===== config.mk =====
export PLATFORM = sky130hd
export DESIGN_NAME = fib_seq_ctrl_flat
export DESIGN_NICKNAME = d
export VERILOG_FILES = /design/src/rtl/fib_seq_ctrl_pkg.sv /design/src/rtl/fib_seq_ctrl_if.sv /design/src/rtl/fib_seq_ctrl_pair_dp.sv /design/src/rtl/fib_seq_ctrl.sv /design/src/flat_wrapper.sv
export SDC_FILE = /design/constraint.sdc
export NUM_CORES = 1
export LEC_CHECK = 0
export ABC_AREA = 1
export CAP_MARGIN = 20
export CORE_UTILIZATION = 55
export CTS_BUF_LIST = sky130_fd_sc_hd__clkbuf_2 sky130_fd_sc_hd__clkbuf_4 sky130_fd_sc_hd__clkbuf_8
export DETAILED_ROUTE_END_ITERATION = 8
export DONT_BUFFER_PORTS = 1
export PLACE_DENSITY = 0.73
export SYNTH_ARGS = -nofsm -noshare
export SYNTH_HDL_FRONTEND = slang
export SYNTH_SLANG_ARGS = --single-unit

===== constraint.sdc =====
create_clock -name clk_w -period 3.49 [get_ports clk_w]
set_clock_uncertainty 0.15 [all_clocks]
set_input_delay 0.1745 -clock clk_w [delete_from_list [all_inputs] [get_ports clk_w]]
set_output_delay 0.1745 -clock clk_w [all_outputs]
set_load 0.1 [all_outputs]

===== src/rtl/fib_seq_ctrl_pkg.sv =====
// Shared types and constants for the Fibonacci job controller.
package fib_ctrl_pkg;

  typedef enum logic [1:0] {
    IDLE,
    SKIP,
    EMIT
  } state_t;

  localparam int DATA_BUS_DEF = 32;
  localparam int CNT_W_DEF    = 16;

  localparam int unsigned FIB_F0 = 0;
  localparam int unsigned FIB_F1 = 1;

endpackage


===== src/rtl/fib_seq_ctrl_if.sv =====
// Request, term-stream and status bundle of the Fibonacci job controller.
interface fib_seq_ctrl_if
  import fib_ctrl_pkg::*;
#(
  parameter int DataBus = DATA_BUS_DEF,
  parameter int CntW    = CNT_W_DEF
);
  logic              req_valid_w;
  logic              req_ready_w;
  logic [CntW-1:0]   req_start_w;
  logic [CntW-1:0]   req_count_w;
  logic              abort_w;
  logic              term_valid_w;
  logic              term_ready_w;
  logic [DataBus-1:0] term_data_w;
  logic [CntW:0]     term_idx_w;
  logic              term_last_w;
  logic              busy_w;
  logic              done_w;
  logic              done_ovf_w;
  logic              done_abort_w;

  modport master (
    output req_valid_w, req_start_w, req_count_w, abort_w, term_ready_w,
    input  req_ready_w, term_valid_w, term_data_w, term_idx_w, term_last_w,
    input  busy_w, done_w, done_ovf_w, done_abort_w
  );

  modport slave (
    input  req_valid_w, req_start_w, req_count_w, abort_w, term_ready_w,
    output req_ready_w, term_valid_w, term_data_w, term_idx_w, term_last_w,
    output busy_w, done_w, done_ovf_w, done_abort_w
  );

endinterface


===== src/rtl/fib_seq_ctrl_pair_dp.sv =====
// Fibonacci pair register (a,b)=(F(k),F(k+1)) with load/step controls.
// FIB_SEQ_CTRL_OVF_EN adds a sticky carry flag for b.
module fib_pair_dp
  import fib_ctrl_pkg::*;
#(
  parameter int DataBus = DATA_BUS_DEF
)
(
  input  logic               clk_w,
  input  logic               reset_w,
  input  logic               load,
  input  logic               step,
  output logic [DataBus-1:0] a
`ifdef FIB_SEQ_CTRL_OVF_EN
  ,
  output logic               b_ovf
`endif
);

  logic [DataBus-1:0] b;

`ifdef FIB_SEQ_CTRL_OVF_EN
  // a's flag is b's flag one step late, so only b's is stored and the
  // controller reads it as the overflow status of the next term.
  logic [DataBus:0] sum;
  assign sum = {1'b0, a} + {1'b0, b};

  always_ff @(posedge clk_w or posedge reset_w) begin
    if (reset_w) begin
      a     <= DataBus'(FIB_F0);
      b     <= DataBus'(FIB_F1);
      b_ovf <= 1'b0;
    end else if (load) begin
      a     <= DataBus'(FIB_F0);
      b     <= DataBus'(FIB_F1);
      b_ovf <= 1'b0;
    end else if (step) begin
      a     <= b;
      b     <= sum[DataBus-1:0];
      b_ovf <= b_ovf | sum[DataBus];
    end
  end
`else
  always_ff @(posedge clk_w or posedge reset_w) begin
    if (reset_w) begin
      a <= DataBus'(FIB_F0);
      b <= DataBus'(FIB_F1);
    end else if (load) begin
      a <= DataBus'(FIB_F0);
      b <= DataBus'(FIB_F1);
    end else if (step) begin
      a <= b;
      b <= a + b;
    end
  end
`endif

endmodule


===== src/rtl/fib_seq_ctrl.sv =====
// Job controller: accepts (start, count), skips to F(start), streams count terms.
// FIB_SEQ_CTRL_OVF_EN ends a job early instead of emitting an overflowed term.
module fib_seq_ctrl
  import fib_ctrl_pkg::*;
#(
  parameter int DataBus = DATA_BUS_DEF,
  parameter int CntW    = CNT_W_DEF
)
(
  input  logic          clk_w,
  input  logic          reset_w,
  fib_seq_ctrl_if.slave bus
);

  state_t             state, state_nx;
  logic [CntW-1:0]    skip_cnt, remain;
  logic [CntW:0]      idx;
  logic [DataBus-1:0] a;
  logic               load, step, handshake, is_last;
  logic               done_nx, done_abort_nx;
  logic               done_q, done_abort_q;
`ifdef FIB_SEQ_CTRL_OVF_EN
  logic               b_ovf;
  logic               done_ovf_nx, done_ovf_q;
`endif

  fib_pair_dp #(.DataBus(DataBus)) u_dp (
    .clk_w   (clk_w),
    .reset_w (reset_w),
    .load    (load),
    .step    (step),
    .a       (a)
`ifdef FIB_SEQ_CTRL_OVF_EN
    ,
    .b_ovf   (b_ovf)
`endif
  );

  assign handshake = (state == EMIT) & bus.term_ready_w;
  assign is_last   = (remain == CntW'(1));

  always_ff @(posedge clk_w or posedge reset_w) begin
    if (reset_w) state <= IDLE;
    else         state <= state_nx;
  end

  // A final handshake outranks a simultaneous abort; abort outranks overflow.
  always_comb begin
    state_nx      = state;
    load          = 1'b0;
    step          = 1'b0;
    done_nx       = 1'b0;
    done_abort_nx = 1'b0;
`ifdef FIB_SEQ_CTRL_OVF_EN
    done_ovf_nx   = 1'b0;
`endif
    case (state)
      IDLE: begin
        if (bus.req_valid_w) begin
          load = 1'b1;
          if (bus.req_count_w == '0)      done_nx  = 1'b1;
          else if (bus.req_start_w != '0) state_nx = SKIP;
          else                            state_nx = EMIT;
        end
      end
      SKIP: begin
        if (bus.abort_w) begin
          state_nx      = IDLE;
          done_nx       = 1'b1;
          done_abort_nx = 1'b1;
        end else begin
          step = 1'b1;
          if (skip_cnt == CntW'(1)) begin
            state_nx = EMIT;
`ifdef FIB_SEQ_CTRL_OVF_EN
            if (b_ovf) begin
              state_nx    = IDLE;
              done_nx     = 1'b1;
              done_ovf_nx = 1'b1;
            end
`endif
          end
        end
      end
      EMIT: begin
        if (handshake && is_last) begin
          step     = 1'b1;
          state_nx = IDLE;
          done_nx  = 1'b1;
        end else if (bus.abort_w) begin
          state_nx      = IDLE;
          done_nx       = 1'b1;
          done_abort_nx = 1'b1;
        end else if (handshake) begin
          step = 1'b1;
`ifdef FIB_SEQ_CTRL_OVF_EN
          if (b_ovf) begin
            state_nx    = IDLE;
            done_nx     = 1'b1;
            done_ovf_nx = 1'b1;
          end
`endif
        end
      end
      default: state_nx = IDLE;
    endcase
  end

  always_ff @(posedge clk_w or posedge reset_w) begin
    if (reset_w) begin
      skip_cnt <= '0;
      remain   <= '0;
      idx      <= '0;
    end else if (load) begin
      skip_cnt <= bus.req_start_w;
      remain   <= bus.req_count_w;
      idx      <= {1'b0, bus.req_start_w};
    end else begin
      if (state == SKIP && step) skip_cnt <= skip_cnt - CntW'(1);
      if (handshake) begin
        remain <= remain - CntW'(1);
        idx    <= idx + (CntW+1)'(1);
      end
    end
  end

  always_ff @(posedge clk_w or posedge reset_w) begin
    if (reset_w) begin
      done_q       <= 1'b0;
      done_abort_q <= 1'b0;
`ifdef FIB_SEQ_CTRL_OVF_EN
      done_ovf_q   <= 1'b0;
`endif
    end else begin
      done_q       <= done_nx;
      done_abort_q <= done_abort_nx;
`ifdef FIB_SEQ_CTRL_OVF_EN
      done_ovf_q   <= done_ovf_nx;
`endif
    end
  end

  assign bus.req_ready_w  = (state == IDLE);
  assign bus.busy_w       = (state != IDLE);
  assign bus.term_valid_w = (state == EMIT);
  assign bus.term_data_w  = (state == EMIT) ? a : '0;
  assign bus.term_idx_w   = (state == EMIT) ? idx : '0;
  assign bus.term_last_w  = (state == EMIT) & is_last;
  assign bus.done_w       = done_q;
  assign bus.done_abort_w = done_abort_q;
`ifdef FIB_SEQ_CTRL_OVF_EN
  assign bus.done_ovf_w   = done_ovf_q;
`else
  assign bus.done_ovf_w   = 1'b0;
`endif

endmodule


===== src/flat_wrapper.sv =====
// flat-port wrapper written by rule: the top's interface ports become plain ports
module fib_seq_ctrl_flat import fib_ctrl_pkg::*;
#(
  parameter int DataBus = DATA_BUS_DEF,
  parameter int CntW    = CNT_W_DEF
)
  (clk_w, reset_w, bus_req_valid_w, bus_req_start_w, bus_req_count_w, bus_abort_w, bus_term_ready_w, bus_req_ready_w, bus_term_valid_w, bus_term_data_w, bus_term_idx_w, bus_term_last_w, bus_busy_w, bus_done_w, bus_done_ovf_w, bus_done_abort_w);
  fib_seq_ctrl_if #(.DataBus(DataBus), .CntW(CntW)) bus_i ();
  input  logic clk_w;
  input  logic reset_w;
  input wire logic [$bits(bus_i.req_valid_w)-1:0] bus_req_valid_w;
  input wire logic [$bits(bus_i.req_start_w)-1:0] bus_req_start_w;
  input wire logic [$bits(bus_i.req_count_w)-1:0] bus_req_count_w;
  input wire logic [$bits(bus_i.abort_w)-1:0] bus_abort_w;
  input wire logic [$bits(bus_i.term_ready_w)-1:0] bus_term_ready_w;
  output wire logic [$bits(bus_i.req_ready_w)-1:0] bus_req_ready_w;
  output wire logic [$bits(bus_i.term_valid_w)-1:0] bus_term_valid_w;
  output wire logic [$bits(bus_i.term_data_w)-1:0] bus_term_data_w;
  output wire logic [$bits(bus_i.term_idx_w)-1:0] bus_term_idx_w;
  output wire logic [$bits(bus_i.term_last_w)-1:0] bus_term_last_w;
  output wire logic [$bits(bus_i.busy_w)-1:0] bus_busy_w;
  output wire logic [$bits(bus_i.done_w)-1:0] bus_done_w;
  output wire logic [$bits(bus_i.done_ovf_w)-1:0] bus_done_ovf_w;
  output wire logic [$bits(bus_i.done_abort_w)-1:0] bus_done_abort_w;
  assign bus_i.req_valid_w = bus_req_valid_w;
  assign bus_i.req_start_w = bus_req_start_w;
  assign bus_i.req_count_w = bus_req_count_w;
  assign bus_i.abort_w = bus_abort_w;
  assign bus_i.term_ready_w = bus_term_ready_w;
  assign bus_req_ready_w = bus_i.req_ready_w;
  assign bus_term_valid_w = bus_i.term_valid_w;
  assign bus_term_data_w = bus_i.term_data_w;
  assign bus_term_idx_w = bus_i.term_idx_w;
  assign bus_term_last_w = bus_i.term_last_w;
  assign bus_busy_w = bus_i.busy_w;
  assign bus_done_w = bus_i.done_w;
  assign bus_done_ovf_w = bus_i.done_ovf_w;
  assign bus_done_abort_w = bus_i.done_abort_w;
  fib_seq_ctrl #(.DataBus(DataBus), .CntW(CntW)) u_core (.clk_w(clk_w), .reset_w(reset_w), .bus(bus_i));
endmodule

==> flow_summary.yaml, run 1 <==
global_route:
  grt_max_degree: 66
  grt_usage_pct: 28.6
  antenna_found_initial: 0
  grt-ovfl-total: 0
  grt_pass1_vias: 7672
  grt_pass1_wl_mm: 37.1
clock_network:
  cts_buffers: 17
  clock_path_buffers: 2
  cts.sinks: 117
  cts-root-buf: "clkbuf_8"
  clkSlewWorstSetupHoldPaths_ns: 0.08
  clock_latency_ns: 0.47
  cts_tree: "yes"
  htreeDepth: 4
pwr:
  p_sw_share_pct: 46.8
  finalPower_w: 0.00602
  combPwrFrac_pct: 41.1
  pwr-share-seq_pct: 34.2
  p_switching_w: 0.00282
  vdd_drop_max_uv: 581
  power_density_nw_per_um2: 609
  internal-power_w: 0.00320
  clock_power_share_pct: 24.8
  p_leak_nw: 5.90
setup_path:
  worstPathArrival_ns: 3.29
  r2r_start: "u_core.state[1]$_DFFE_PP0P_"
  critPathBufInv: 4
  end_kind: "register"
  reg2reg_to: "u_core.state[1]$_DFFE_PP0P_"
  r2r_slack_ns: 0.43
  cp_top_family: "buffers and inverters"
  worstPathCellList: "inv_1 > ha_1 > buf_4 > inv_1 > a21oi_1 > nor2_1 > nand2_1 > dlygate4sd3_1 > o21ai_0"
  cpPeakStageDelay_ns: 0.70
  cpMostUsedCell: "inv_1"
  critPathKind: "reg -> reg"
  crit_required_ns: 3.72
  slowest_stage: "inv_1"
  cp-start-kind: "register"
  r2r.worst_path.cells: 9
  worstPathMaxFanout: 4
timing:
  slew_viol_final: 0
  finalCritPeriodShare_pct: 87.7
  finalSetupViolCount: 0
  worst_pin_slew_ns: 0.902
  slew_headroom_pct: 39.8
  rsz0062_at_grt: "no"
  fin_setup_tns_ns: 0
  layout_min_cycle_time_ns: 3.06
  fmax_mhz: 327
  hold_violations: 0
detailed_routing:
  drt-initial-drc-count: 487
  drc_errors: 1
  vias: 8366
  routed_via_density: 5.15
  wire_per_inst_microns: 13.8
  routed_wl_mm: 22.4
  drtPass1Iterations: 7
  ant_nets: 0
die:
  die_w_microns: 129
  ios: 93
  die-area_sq_um: 16700
  num_rows: 46
  initial_core_util_pct: 56.1
  die_h_microns: 129
  coreArea_sq_um: 15800
job:
  drv_cap: 0
synthesis:
  synth-seq-area-share_pct: 33.0
  synth_fp_nets: 1442
  yosys_most_used_dff: "dfrtp_1"
  synth_area_sq_um: 8880
  yosys_warnings: 0
  syn_avg_cell_area_sq_um: 6.51
  synthDistinctLibCells: 43
  ys_ff_latch: 117
  async_reset_ff_share_pct: 100
  synth_edf_count: 0
  synthCells: 1364
layout:
  final_nets: 1473
  final_layout_size_suffix_gt1_share_pct: 5.04
  n_antenna_cell: 0
  layout_common_cells: "nand2_1 (526), inv_1 (224), nand3_1 (117), dfrtp_1 (116), nor2_1 (94)"
  final_common_cell: "nand2_1"
  area_growth_pct: 11.2
  fin_area_sq_um: 9880
placed_design:
  routabilityCongestion: 0.948
  hpwl_mm: 16.0
  portBuffers: 0
  postPlaceCellArea_sq_um: 8990
run_status:
  status: "complete, but fails checks"
  violations: "DRC"
hold_path:
  hold-path-endpoint: "u_core.remain[4]$_DFFE_PP0P_"
  hp-class: "in -> reg"
  whs_path_depth: 3
  min_from: "bus_term_ready_w"
## worst reg2reg max path, delay by kind of cell, from the launching register on
family	cells	cell delay (ns)
AOI/OAI and AO/OA	2	0.20
buffers and inverters	4	1.62
DFF	1	0.43
adders and majority gates	1	0.23
and+or+nand+nor	2	0.34
## metal layers
metal  up-vias  track usage [%]  share of wire, %
met4         0             11.6               2.9
met1      3811             37.0                45
met5         -                0                 0
met3        38             5.62               4.9
met2       229             47.1                48
li1       4288                -                 -
## logic make-up after synthesis
| logic type | synth area share (%) |
|---|---|
| other cells | 0.0422 |
| flops | 33.0 |
| compound gates | 6.88 |
| simple gates | 37.6 |
| fa+ha+maj | 5.86 |
| buf+inv | 12.7 |
| xor+xnor | 3.94 |
## registers in the layout, indices dropped and copies added (netlist names)
register,count
u_core.bus.done_w,1
u_core.remain,16
u_core.u_dp.b,32
u_core.state,2
u_core.idx,17
u_core.skip_cnt,16
u_core.u_dp.a,32
u_core.bus.done_abort_w,1
## worst max-delay path by stage
| stage | start | endpoint | slack, ns | depth (start not counted) |
|---|---|---|---|---|
| 2_1_floorplan | reset_w | u_core.bus.done_abort_w$_DFF_PP0_ | 0.07 | 1 |
| 3_3_place_gp | u_core.state[0]$_DFFE_PP0P_ | u_core.remain[0]$_DFFE_PP0P_ | 0.69 | 9 |
| 3_5_place_dp | u_core.state[1]$_DFFE_PP0P_ | u_core.remain[0]$_DFFE_PP0P_ | 0.66 | 9 |
| 4_1_cts | u_core.state[0]$_DFFE_PP0P_ | u_core.remain[8]$_DFFE_PP0P_ | 0.17 | 9 |
| 5_1_grt | u_core.state[0]$_DFFE_PP0P_ | u_core.remain[8]$_DFFE_PP0P_ | 0.23 | 9 |
| 6_report | u_core.state[1]$_DFFE_PP0P_ | u_core.state[1]$_DFFE_PP0P_ | 0.43 | 9 |
## cell type report
class,instances,area [sq um]
fillers,1515,5950
multi-input cells,979,4860
flip-flops and latches,117,2930
inverters,227,855
repair buffers,53,505
well taps,216,270
clock buffers,19,255
clock inverters,13,204
## through the flow
stage / hold WS [ns] / instances / setup WS (ns) / util (%)
6_report: 0.0632 / 1624 / 0.428 / 62.4
5_1_grt: 0.0689 / 1624 / 0.232 / 62.4
4_1_cts: 0.00271 / 1623 / 0.172 / 62.3
3_5_place_dp: 0.0341 / 1549 / 0.659 / 56.8
3_3_place_gp: 0.0393 / 1549 / 0.692 / 56.8
2_1_floorplan: 0.144 / 1364 / 0.0664 / -
## power by group through the flow
| stage | registers, W | logic [W] | clock network [W] |
|---|---|---|---|
| 5_1_grt | 0.00209 | 0.00276 | 0.00157 |
| 3_5_place_dp | 0.00207 | 0.00239 | 0 |
| 3_3_place_gp | 0.00207 | 0.00234 | 0 |
| 2_1_floorplan | 0.00196 | 0.00209 | 0 |
| 6_report | 0.00206 | 0.00247 | 0.00149 |
| 4_1_cts | 0.00205 | 0.00246 | 0.00151 |
## cell usage after synthesis (11+ instances only)
cell | n | share of area, %
a21oi_1 | 32 | 1.8
clkbuf_1 | 11 | 0.46
dfrtp_1 | 116 | 33
ha_1 | 40 | 5.6
inv_1 | 225 | 9.5
nand2_1 | 527 | 22
nand3_1 | 117 | 6.6
nand4_1 | 13 | 0.92
nor2_1 | 95 | 4.0
o21ai_0 | 34 | 1.9
xor2_1 | 35 | 3.5
## repair_timing
| item | CTS | global route |
|---|---|---|
| resized for setup | 0 | 1 |
| hold endpoints to repair | 122 | 1 |
| setup endpoints to repair | 0 | 1 |
| buffers inserted | 0 | 0 |
| hold buffers | 42 | 1 |
(Power assumes the default switching activity.)
==> run 2, diff against run 1 <==
- GPL_TIMING_DRIVEN: not set -> 0
==> run 2 against run 1 <==
Effect of this change:
- the run now ends clean
- sequential power hardly changed
- largest cell class unchanged
- critical path type is now reg -> out
- worst hold slack worse by 0.019 ns
- critical path depth down 3
- critical endpoint is now bus_term_data_w[9]
==> flow_summary.yaml, run 2 (same netlist as run 1, synthesis figures left out) <==
setup_path:
  r2r_slack_ns: 0.46
  end_kind: "output port"
  cp-start-kind: "register"
  worstPathArrival_ns: 3.02
  reg2reg_to: "u_core.remain[11]$_DFFE_PP0P_"
  crit_required_ns: 3.17
  r2r_start: "u_core.state[0]$_DFFE_PP0P_"
  critPathKind: "reg -> out"
  worstPathMaxFanout: 10
  r2r.worst_path.cells: 6
pwr:
  power_density_nw_per_um2: 594
  p_switching_w: 0.00289
  pwr-share-seq_pct: 33.7
  vdd_drop_max_uv: 628
  combPwrFrac_pct: 45.2
  internal-power_w: 0.00312
  p_sw_share_pct: 48.1
  p_leak_nw: 5.57
  clock_power_share_pct: 21.0
global_route:
  grt_max_degree: 79
  use_met1_pct: 38.0
  grtUsageMet2_pct: 52.6
  grt-ovfl-total: 0
  grt_pass1_wl_mm: 39.4
  grt_pass1_vias: 8192
  use_met3_pct: 4.50
  antenna_found_initial: 0
  grt_usage_pct: 30.6
  gr-max-usage-layer: "met2"
timing:
  layout_min_cycle_time_ns: 3.34
  finalSetupViolCount: 0
  worst_pin_slew_ns: 0.933
  hold_violations: 0
  slew_viol_final: 0
  rsz0062_at_grt: "no"
  fmax_mhz: 299
  slew_headroom_pct: 37.7
  finalCritPeriodShare_pct: 95.7
die:
  die-area_sq_um: 16700
  die_h_microns: 129
  num_rows: 46
  coreArea_sq_um: 15800
  ios: 93
  initial_core_util_pct: 56.1
  die_w_microns: 129
placed_design:
  hpwl_mm: 18.0
  place_inst: 1582
  postPlaceCellArea_sq_um: 9230
  portBuffers: 0
  routabilityCongestion: 0.966
layout:
  area_growth_pct: 14.1
  layout_common_cells: "nand2_1 (527), inv_1 (185), nand3_1 (117), dfrtp_1 (116), nor2_1 (95)"
  n_antenna_cell: 0
  final_layout_size_suffix_gt1_share_pct: 8.65
  top_regs: "u_core.u_dp.a (32), u_core.u_dp.b (32), u_core.idx (17)"
  finalNonFillerCells: 1649
  final_nets: 1500
  post-route-util_pct: 64.0
  final_common_cell: "nand2_1"
  fin_area_sq_um: 10100
hold_path:
  hp-class: "in -> reg"
  whs_path_depth: 4
  min_from: "bus_term_ready_w"
  hold-path-endpoint: "u_core.bus.done_abort_w$_DFF_PP0_"
clock_network:
  cts_buffers: 17
  clock_path_buffers: 2
  clkSlewWorstSetupHoldPaths_ns: 0.06
  clock_latency_ns: 0.46
  cts_tree: "yes"
  post-cts-setup-buffer-count: 0
  cts.sinks: 117
  cts-root-buf: "clkbuf_8"
  htreeDepth: 4
detailed_routing:
  drtPass1Iterations: 6
  drt-initial-drc-count: 560
  drc_errors: 0
  routed_via_density: 5.28
  routed_wl_mm: 24.3
  wire_per_inst_microns: 14.8
  ant_nets: 0
  vias: 8707
run_status:
  status: "finished clean"
job:
  drv_cap: 0
[run 2: worst max-delay path by stage]
stage,from,to,slack [ns],cells past startpoint
final,u_core.state[0]$_DFFE_PP0P_,bus_term_data_w[9],0.15,6
after global routing,u_core.state[0]$_DFFE_PP0P_,bus_term_data_w[9],0.003,6
after CTS,u_core.state[0]$_DFFE_PP0P_,bus_term_data_w[28],0.007,6
after detailed placement,u_core.state[0]$_DFFE_PP0P_,bus_term_idx_w[16],0.02,6
after global placement,reset_w,u_core.u_dp.b[8]$_DFFE_PP0P_,-1.32,1
after floorplan,reset_w,u_core.bus.done_abort_w$_DFF_PP0_,0.07,1
[run 2: power by group through the flow]
stage | clock (W) | sequential, W | combinational [W]
floorplan | 0 | 0.00196 | 0.00209
global placement | 0 | 0.00203 | 0.00258
detailed placement | 0 | 0.00204 | 0.00263
CTS | 0.00128 | 0.00202 | 0.00268
global route | 0.00133 | 0.00207 | 0.00298
finish | 0.00127 | 0.00203 | 0.00272
[run 2: per-stage QoR]
step	TNS, ns	hold WS [ns]	worst slack (ns)	total power (W)
finish	0	0.0447	0.148	0.00602
global route	0	0.0348	0.00328	0.00638
CTS	0	0.0115	0.00743	0.00597
detailed placement	0	-0.0926	0.0181	0.00467
global placement	-152.30	0.158	-1.32	0.00461
floorplan	0	0.144	0.0664	0.00405
[run 2: cell type report]
| type | count | area (sq um) |
|---|---|---|
| timing repair buffer | 39 | 425 |
| fill | 1479 | 5690 |
| clock buffer | 21 | 283 |
| clock inverter | 9 | 104 |
| sequential | 117 | 2930 |
| buffer | 41 | 278 |
| inverter | 227 | 1000 |
| tap | 216 | 270 |
| multi-input combinational | 979 | 4840 |
[run 2: critical path, stage by stage (launching register included)]
cell      delay [ns]
dfrtp_1         0.40
inv_1           0.11
ha_2            0.56
buf_2           0.37
clkbuf_1        0.41
nand2_1         0.10
inv_1           0.62
[run 2: repair_timing]
item | 4_1_cts | 5_1_grt
gates resized for setup | 3 | 40
pin swaps | 0 | 0
hold buffers | 37 | 0
endpoints found under the setup margin | 49 | 58
endpoints found under the hold margin | 171 | 0
[run 2: layer usage]
layer	routed length (microns)	share of wire (%)
met1	10600	44
met2	11700	48
met3	1210	5.0
met4	783	3.2
met5	0	0
==> run 3, diff against run 2 <==
- CORE_ASPECT_RATIO: not set -> 1.25
==> run 3 against run 2 <==
Effect of this change:
- the flow now finishes with violations (hold timing)
- die area about the same
- critical endpoint is now bus_term_idx_w[12]
- via count fell by 0.41%
- final cell count is 0.12% higher
- routed wire length rose by 0.86%
- critical path depth is the same
- non-clock buffer count grew 4
- worst setup slack got worse by 0.074 ns
- cell area up 0.53%
- sequential power about the same
- core utilization grew 0.87 points
- global-route usage rose by 0.70 points
==> flow_summary.yaml, run 3 (same netlist as run 1, synthesis figures left out) <==
setup_path:
  r2r_slack_ns: 0.40
  worstPathCellList: "inv_1 > ha_2 > buf_2 > clkbuf_1 > nand2_1 > inv_1"
  path_depth: 6
  reg2reg_to: "u_core.remain[0]$_DFFE_PP0P_"
  worstPathArrival_ns: 3.09
  r2r.worst_path.cells: 10
  end_kind: "output port"
  cpPeakStageDelay_ns: 0.64
  critPathBufInv: 4
  cp-endpoint: "bus_term_idx_w[12]"
  cpMostUsedCell: "inv_1"
  critPathKind: "reg -> out"
  r2r_start: "u_core.state[0]$_DFFE_PP0P_"
  worstPathMaxFanout: 10
  cp-start-kind: "register"
  slowest_stage: "inv_1"
  crit_start: "u_core.state[0]$_DFFE_PP0P_"
  crit_required_ns: 3.17
  cp_top_family: "buffers and inverters"
global_route:
  grt_pass1_wl_mm: 40.2
  antenna_found_initial: 0
  grt-ovfl-total: 0
  grt_max_degree: 91
  grt_pass1_vias: 8389
  grt_usage_pct: 31.3
die:
  die_h_microns: 144
  die-area_sq_um: 16700
  coreArea_sq_um: 15700
  ios: 93
  initial_core_util_pct: 56.6
  num_rows: 51
  die_w_microns: 116
layout:
  finalNonFillerCells: 1651
  fin_area_sq_um: 10200
  n_antenna_cell: 0
  final_common_cell: "nand2_1"
  post-route-util_pct: 64.9
  top_regs: "u_core.u_dp.a (32), u_core.u_dp.b (32), u_core.idx (17)"
  final_nets: 1504
  layout_common_cells: "nand2_1 (527), inv_1 (186), nand3_1 (117), dfrtp_1 (116), nor2_1 (95)"
  area_growth_pct: 14.7
  final_layout_size_suffix_gt1_share_pct: 8.62
clock_network:
  clkSlewWorstSetupHoldPaths_ns: 0.07
  clock_path_buffers: 2
  htreeDepth: 4
  cts_tree: "yes"
  clock_latency_ns: 0.47
  post-cts-setup-buffer-count: 0
  cts-root-buf: "clkbuf_8"
  cts.sinks: 117
  cts_buffers: 17
detailed_routing:
  drt-initial-drc-count: 378
  routed_via_density: 5.25
  vias: 8671
  ant_nets: 0
  routed_wl_mm: 24.5
  drtPass1Iterations: 5
  drc_errors: 0
  wire_per_inst_microns: 14.9
pwr:
  p_switching_w: 0.00289
  pwr-share-seq_pct: 33.2
  power_density_nw_per_um2: 600
  internal-power_w: 0.00323
  vdd_drop_max_uv: 712
  combPwrFrac_pct: 44.3
  p_sw_share_pct: 47.2
  p_leak_nw: 5.61
  clock_power_share_pct: 22.5
timing:
  worst_pin_slew_ns: 0.875
  finalCritPeriodShare_pct: 97.9
  setup_ws_ns: 0.0740
  fmax_mhz: 293
  slew_headroom_pct: 41.6
  hold_violations: 1
  layout_min_cycle_time_ns: 3.42
  finalSetupViolCount: 0
  whs_ns: -0.00879
  slew_viol_final: 0
placed_design:
  place_inst: 1578
  routabilityCongestion: 0.958
  postPlaceCellArea_sq_um: 9210
  place_worst_setup_slack_ns: 0.105
  portBuffers: 0
  hpwl_mm: 18.4
run_status:
  status: "complete, but fails checks"
  violations: "hold timing"
job:
  drv_cap: 0
hold_path:
  hp-class: "in -> reg"
-- run 3: metrics by stage --
step / power, W / TNS, ns
2_1_floorplan: 0.00405 / 0
3_3_place_gp: 0.00460 / -151.25
3_5_place_dp: 0.00466 / 0
4_1_cts: 0.00608 / 0
5_1_grt: 0.00651 / -0.0819
6_report: 0.00611 / 0
-- run 3: worst min path at each step --
stage | endpoint | cells after the start | slack, ns | startpoint
after global routing | u_core.state[0]$_DFFE_PP0P_ | 6 | 0.03 | bus_req_start_w[9]
final | u_core.state[0]$_DFFE_PP0P_ | 6 | -0.009 | bus_req_start_w[9]
after CTS | u_core.state[0]$_DFFE_PP0P_ | 6 | 0.005 | bus_req_start_w[9]
after detailed placement | u_core.skip_cnt[6]$_DFFE_PP0P_ | 1 | -0.13 | reset_w
after floorplan | u_core.remain[8]$_DFFE_PP0P_ | 2 | 0.14 | bus_req_count_w[8]
after global placement | u_core.remain[8]$_DFFE_PP0P_ | 2 | 0.15 | bus_req_count_w[8]
-- run 3: area by class of cell --
type                            count  area (sq um)
Fill cell                        1497          5510
Multi-Input combinational cell    979          4840
Sequential cell                   117          2930
Inverter                          227          1000
Timing Repair Buffer               43           453
Clock buffer                       24           299
Buffer                             41           277
Tap cell                          212           265
Clock inverter                      8           124
-- run 3: timing repair --
item                                    CTS  global route
hold buffers                             41             0
endpoints found under the hold margin   171             0
endpoints found under the setup margin   49            47
gates resized for setup                   3            37
-- run 3: worst register-to-register path, stage by stage (launching register included) --
cell,delay (ns)
dfrtp_1,0.40
inv_1,0.12
ha_2,0.54
buf_2,0.37
nand2_1,0.12
buf_2,0.21
nor2_1,0.41
inv_1,0.19
buf_2,0.25
a21oi_1,0.17
a21oi_1,0.05
-- run 3: power groups by stage --
stage / Clock [W] / Combinational (W) / Sequential (W)
after CTS: 0.00138 / 0.00268 / 0.00202
after global routing: 0.00144 / 0.00300 / 0.00207
after floorplan: 0 / 0.00209 / 0.00196
final: 0.00138 / 0.00271 / 0.00203
after global placement: 0 / 0.00257 / 0.00203
after detailed placement: 0 / 0.00262 / 0.00203
-- run 3: metal layers --
layer | wire length, microns | vias to the layer above | part of all wire (%) | GRT usage [%]
met5 | 0 | - | 0 | 0
met4 | 837 | 0 | 3.4 | 14.7
met3 | 1120 | 55 | 4.6 | 5.11
met2 | 12500 | 252 | 51 | 55.4
met1 | 10100 | 4005 | 41 | 36.7
li1 | - | 4359 | - | -
